$ cat src/rtl/hazard_stall_ctrl.sv
// hazard_stall_ctrl: load-use / memory-wait stall sequencer with a stall counter and a sticky timeout flag.
// Optional ZERO_REG_NOHAZARD_EN: treat r0 as hardwired zero, so loads into r0 never stall.
module hazard_stall_ctrl #(
    parameter int REG_W        = 4,
    parameter int MEM_WAIT_MAX = 8,
    parameter int CNT_W        = 16
) (
    input  logic             clk,
    input  logic             rst,
    input  logic [REG_W-1:0] id_readReg0,
    input  logic [REG_W-1:0] id_readReg1,
    input  logic             id_immediate,
    input  logic             id_valid,
    input  logic             ex_write,
    input  logic             ex_ReadMem,
    input  logic [REG_W-1:0] ex_writeReg,
    input  logic             mem_busy,
    output logic             stall,
    output logic             bubble,
    output logic             timeout_err,
    output logic [CNT_W-1:0] stall_cycles
);
    localparam logic [1:0] S_RUN = 2'd0;
    localparam logic [1:0] S_LU  = 2'd1;
    localparam logic [1:0] S_MW  = 2'd2;
    localparam logic [1:0] S_ERR = 2'd3;

    logic [1:0]       r_state;
    logic [7:0]       r_wait;
    logic             r_timeout;
    logic [CNT_W-1:0] r_cnt;
    logic [1:0]       w_next;
    logic             w_match;
    logic             w_load_use;
    logic             w_wait_max;

    assign w_match = (ex_writeReg == id_readReg0) | (!id_immediate & (ex_writeReg == id_readReg1));
`ifdef ZERO_REG_NOHAZARD_EN
    assign w_load_use = id_valid & ex_write & ex_ReadMem & w_match & (ex_writeReg != '0);
`else
    assign w_load_use = id_valid & ex_write & ex_ReadMem & w_match;
`endif
    assign w_wait_max = r_wait == 8'(MEM_WAIT_MAX);

    always_comb begin
        w_next = r_state == S_RUN ? (mem_busy ? S_MW : w_load_use ? S_LU : S_RUN) :
                 r_state == S_MW  ? (!mem_busy ? S_RUN : w_wait_max ? S_ERR : S_MW) :
                 r_state == S_ERR ? S_ERR : S_RUN;
    end

    always_ff @(posedge clk) begin
        if (rst) begin
            r_state   <= S_RUN;
            r_wait    <= '0;
            r_timeout <= 1'b0;
            r_cnt     <= '0;
        end else begin
            r_state   <= w_next;
            r_wait    <= w_next == S_RUN ? 8'd0 :
                         (r_state == S_RUN && w_next == S_MW) ? 8'd1 :
                         (r_state == S_MW && w_next == S_MW) ? r_wait + 8'd1 : r_wait;
            r_timeout <= r_timeout | (r_state == S_MW && w_next == S_ERR);
            // saturate instead of wrapping so long hangs stay visible
            r_cnt     <= (r_state != S_RUN && r_cnt != '1) ? r_cnt + 1'b1 : r_cnt;
        end
    end

    assign stall        = r_state != S_RUN;
    assign bubble       = r_state == S_LU;
    assign timeout_err  = r_timeout;
    assign stall_cycles = r_cnt;
endmodule

$ cat config.mk
export PLATFORM = sky130hd
export DESIGN_NAME = hazard_stall_ctrl
export DESIGN_NICKNAME = d
export VERILOG_FILES = /design/src/rtl/hazard_stall_ctrl.sv
export SDC_FILE = /design/constraint.sdc
export NUM_CORES = 1
export LEC_CHECK = 0
export CAP_MARGIN = 30
export CORE_AREA = 4 4 67 57
export DETAILED_ROUTE_END_ITERATION = 10
export DIE_AREA = 0 0 71 61
export PLACE_DENSITY = 0.77
export SLEW_MARGIN = 20
export SYNTH_ARGS = -nofsm -noshare
export SYNTH_HDL_FRONTEND = slang
export SYNTH_SLANG_ARGS = --single-unit
$ cat constraint.sdc
create_clock -name clk -period 2.3 [get_ports clk]
set_clock_uncertainty 0.05 [all_clocks]
set_input_delay 0.46 -clock clk [delete_from_list [all_inputs] [get_ports clk]]
set_output_delay 0.46 -clock clk [all_outputs]
set_load 0.005 [all_outputs]
==> impl_metrics.yaml <==
run_status:
  run_status: "completed"
sta:
  final_period_util_pct: 88.6
  report.final.setup_viol: 0
  hold_ws_ps: 460
  finalMaxSlewViolations: 0
  rsz_0062_raised_after_global_routing: "false"
  slew_headroom_pct: 63.8
  finalSetupTns_ps: 0
  final.min_clock_period_ps: 2040
  hold_viol_final: 0
  worst-slew-pin-transition_ps: 541
  clock.fmax_mhz: 491
floorplanning:
  placeableCoreArea_mm2: 0.00306
  std_cell_rows: 18
  start_util_pct: 48.1
  design.die.area_mm2: 0.00433
  pin_count: 38
  die-height_um: 61
  die_width_um: 71
global_route:
  busiest_layer: "met2"
  met3_usage_pct: 4.80
  initial_antenna_violation_count: 0
  grt_max_degree: 18
  number_of_global_route_vias_before_repair: 1454
  grt-ovfl-total: 0
  grt_use_met1_pct: 20.9
  grt_use_total_pct: 18.1
  met2_usage_pct: 33.8
  grt_first_pass_wirelength_um: 6310
routing:
  drt_first_iter_violations: 74
  drt-pass1-iter-count: 4
  post_drt_via_cell_ratio: 5.78
  routed-via-count: 1508
  totalWireLength_um: 3760
  drt_drc_violations_left: 0
  wl_per_cell_um: 14.4
  detail-route-antenna-nets: 0
logic_synthesis:
  synth_top_family_by_area: "simple AND/OR/NAND/NOR gates"
  fraction_of_the_mapped_netlist_area_in_simple_logic_gates_pct: 26.5
  netlist_instances: 179
  synth.area.mux_share_pct: 2.12
  synth_compound_gate_area_share_pct: 19.6
  cell_area_after_synthesis_mm2: 0.00147
  async_reset_ff_share_pct: 0
  synth_sequential_area_ratio_pct: 36.7
  synthesized_netlist_net_count: 201
  netlist-cell-type-count: 39
  synth_edf_count: 0
  synth_seq_cells: 27
  synthFlopType: "dfxtp_1"
  synthesis.yosys.warnings: 0
  avgSynthCellArea_um2: 8.23
  synth_xor_area_share_pct: 8.91
  synth_fa_ha_area_share_pct: 2.55
pwr:
  switchingPower_w: 0.000202
  sw_frac_of_total_pct: 23.8
  cellLeakagePower_nw: 0.648
  power.clock.fraction_pct: 32.6
  part_of_the_power_in_combinational_logic_pct: 11.1
  int_power_w: 0.000647
  vdd_drop_max_mv: 0.365
  seq_power_share_pct: 56.3
  powerDensity_mw_per_mm2: 432
setup_path:
  cp-end-kind: "output port"
  critical_path.n_buffers_inverters: 2
  critPathSlowestCell: "clkdlybuf4s50_1"
  crit_path_start_kind: "flip-flop"
  setup.worst_path.class: "reg2out"
  critPathMaxStageDelay_ps: 520
  critical_path.top_delay_family: "buffers and inverters"
  critPathArrivalTime_ps: 1530
  path_cells: "nor2_1 -> inv_2 -> clkdlybuf4s50_1"
  critPathRequiredTime_ps: 1790
  worstPathMaxFanout: 8
cts:
  cts-buffers-inserted: 3
  clock-sinks: 27
  post_cts_resized: 0
  clock_path_buffers: 2
  cts_setup_buffers: 0
  clockRootBuffer: "clkbuf_8"
  cts_hold_repair.buffers: 0
  cts_htree_levels: 1
  cts_tree: "done"
  clkTransAtPathRegs_ps: 100
  source_to_sink_clock_delay_at_the_later_pin_of_the_worst_skew_pair_ps: 270
placement:
  gpl.final_weighted_congestion: 0.795
  io_buffers: 37
  place_hpwl_um: 2920
cells_and_area:
  drive_gt1_share_pct: 6.33
  finish.utilization_pct: 64.3
  diode_insertion_count_for_antenna_repair: 0
  most-common-layout-cells: "clkdlybuf4s50_1 (37), dfxtp_1 (27), a21oi_1 (21), nand2_1 (15), nor2_1 (11)"
  fin_nets: 244
  layout-area-overhead-vs-synth_pct: 33.5
  layout.cells.most_common: "clkdlybuf4s50_1"
flow_run:
  max_cap_viols: 0
worst_hold_path:
  hold_class: "reg2reg"
-- final cells by class --
cell class,count,area (um2)
fill,272,1090
multi-input combinational,138,880
sequential,27,541
timing repair buffer,43,415
tap,40,50.0
clock buffer,3,41.3
inverter,9,33.8
clock inverter,1,7.51
-- logic make-up (layout without fill, tap and decap cells) --
| family | Yosys count | in the layout |
|---|---|---|
| buf+inv | 14 | 56 |
| flops | 27 | 27 |
| compound gates | 47 | 47 |
| fa+ha+maj | 3 | 3 |
| xor+xnor | 15 | 15 |
| mux | 3 | 3 |
| simple gates | 70 | 70 |
-- through the flow --
stage                     cell area (um2)  instances  setup slack (ps)  total power [W]
after floorplan                      1470        179               473         0.000528
after global placement               1920        257               230         0.000579
after detailed placement             1920        257               126         0.000583
after CTS                            1970        261               256         0.000861
after global routing                 1970        261               155         0.000888
final                                1970        261               263         0.000850
-- synthesized netlist by cell type, types with 2 or more instances --
cell | n | share of area, %
nand3_1 | 8 | 2.7
inv_1 | 8 | 2.0
a41oi_1 | 2 | 1.2
a31oi_1 | 3 | 1.3
clkbuf_1 | 4 | 1.0
xnor2_1 | 7 | 4.2
nor2_1 | 11 | 2.8
nand4_1 | 6 | 2.5
a211oi_1 | 3 | 1.5
o21ai_0 | 7 | 2.4
xor2_1 | 8 | 4.8
nor3_1 | 4 | 1.4
nand2_1 | 15 | 3.8
o31ai_1 | 6 | 3.1
a21oi_1 | 21 | 7.1
mux2i_1 | 2 | 1.4
nor4_1 | 4 | 1.7
or3_1 | 5 | 2.1
or4_1 | 6 | 3.1
nor2b_1 | 2 | 0.85
ha_1 | 3 | 2.5
dfxtp_1 | 27 | 37
-- flip-flops by register name, summed over array words and instances, names as in the netlist --
name,cells
r_state,2
r_wait,8
stall_cycles,16
timeout_err,1
-- power groups by stage --
stage	Sequential, W	Clock [W]	Combinational [W]
2_1_floorplan	0.000486	0	0.0000418
5_1_grt	0.000480	0.000307	0.000102
6_report	0.000478	0.000277	0.0000945
4_1_cts	0.000478	0.000288	0.0000947
3_3_place_gp	0.000489	0	0.0000900
3_5_place_dp	0.000489	0	0.0000940
-- path summary, 6_finish.rpt --
check | slack (ps) | cells after the start | endpoint | from
setup / recovery | 260 | 3 | stall | r_state[1]
hold / removal | 460 | 2 | timeout_err | timeout_err
setup reg to reg | 310 | 4 | stall_cycles[15] | stall_cycles[10]
hold reg to reg | 460 | 2 | timeout_err | timeout_err
-- worst register-to-register path: stages, from the launching register on --
cell     delay (ps)
dfxtp_1         420
nand4_1         220
or4_1           580
or4_1           510
a21oi_1         140
-- layer usage --
layer,vias up,share of wire [%]
met5,-,0
met4,0,0.43
met3,2,6.0
met2,44,48
met1,713,46
li1,749,-
Note: power is estimated with default switching activity, not from simulation.
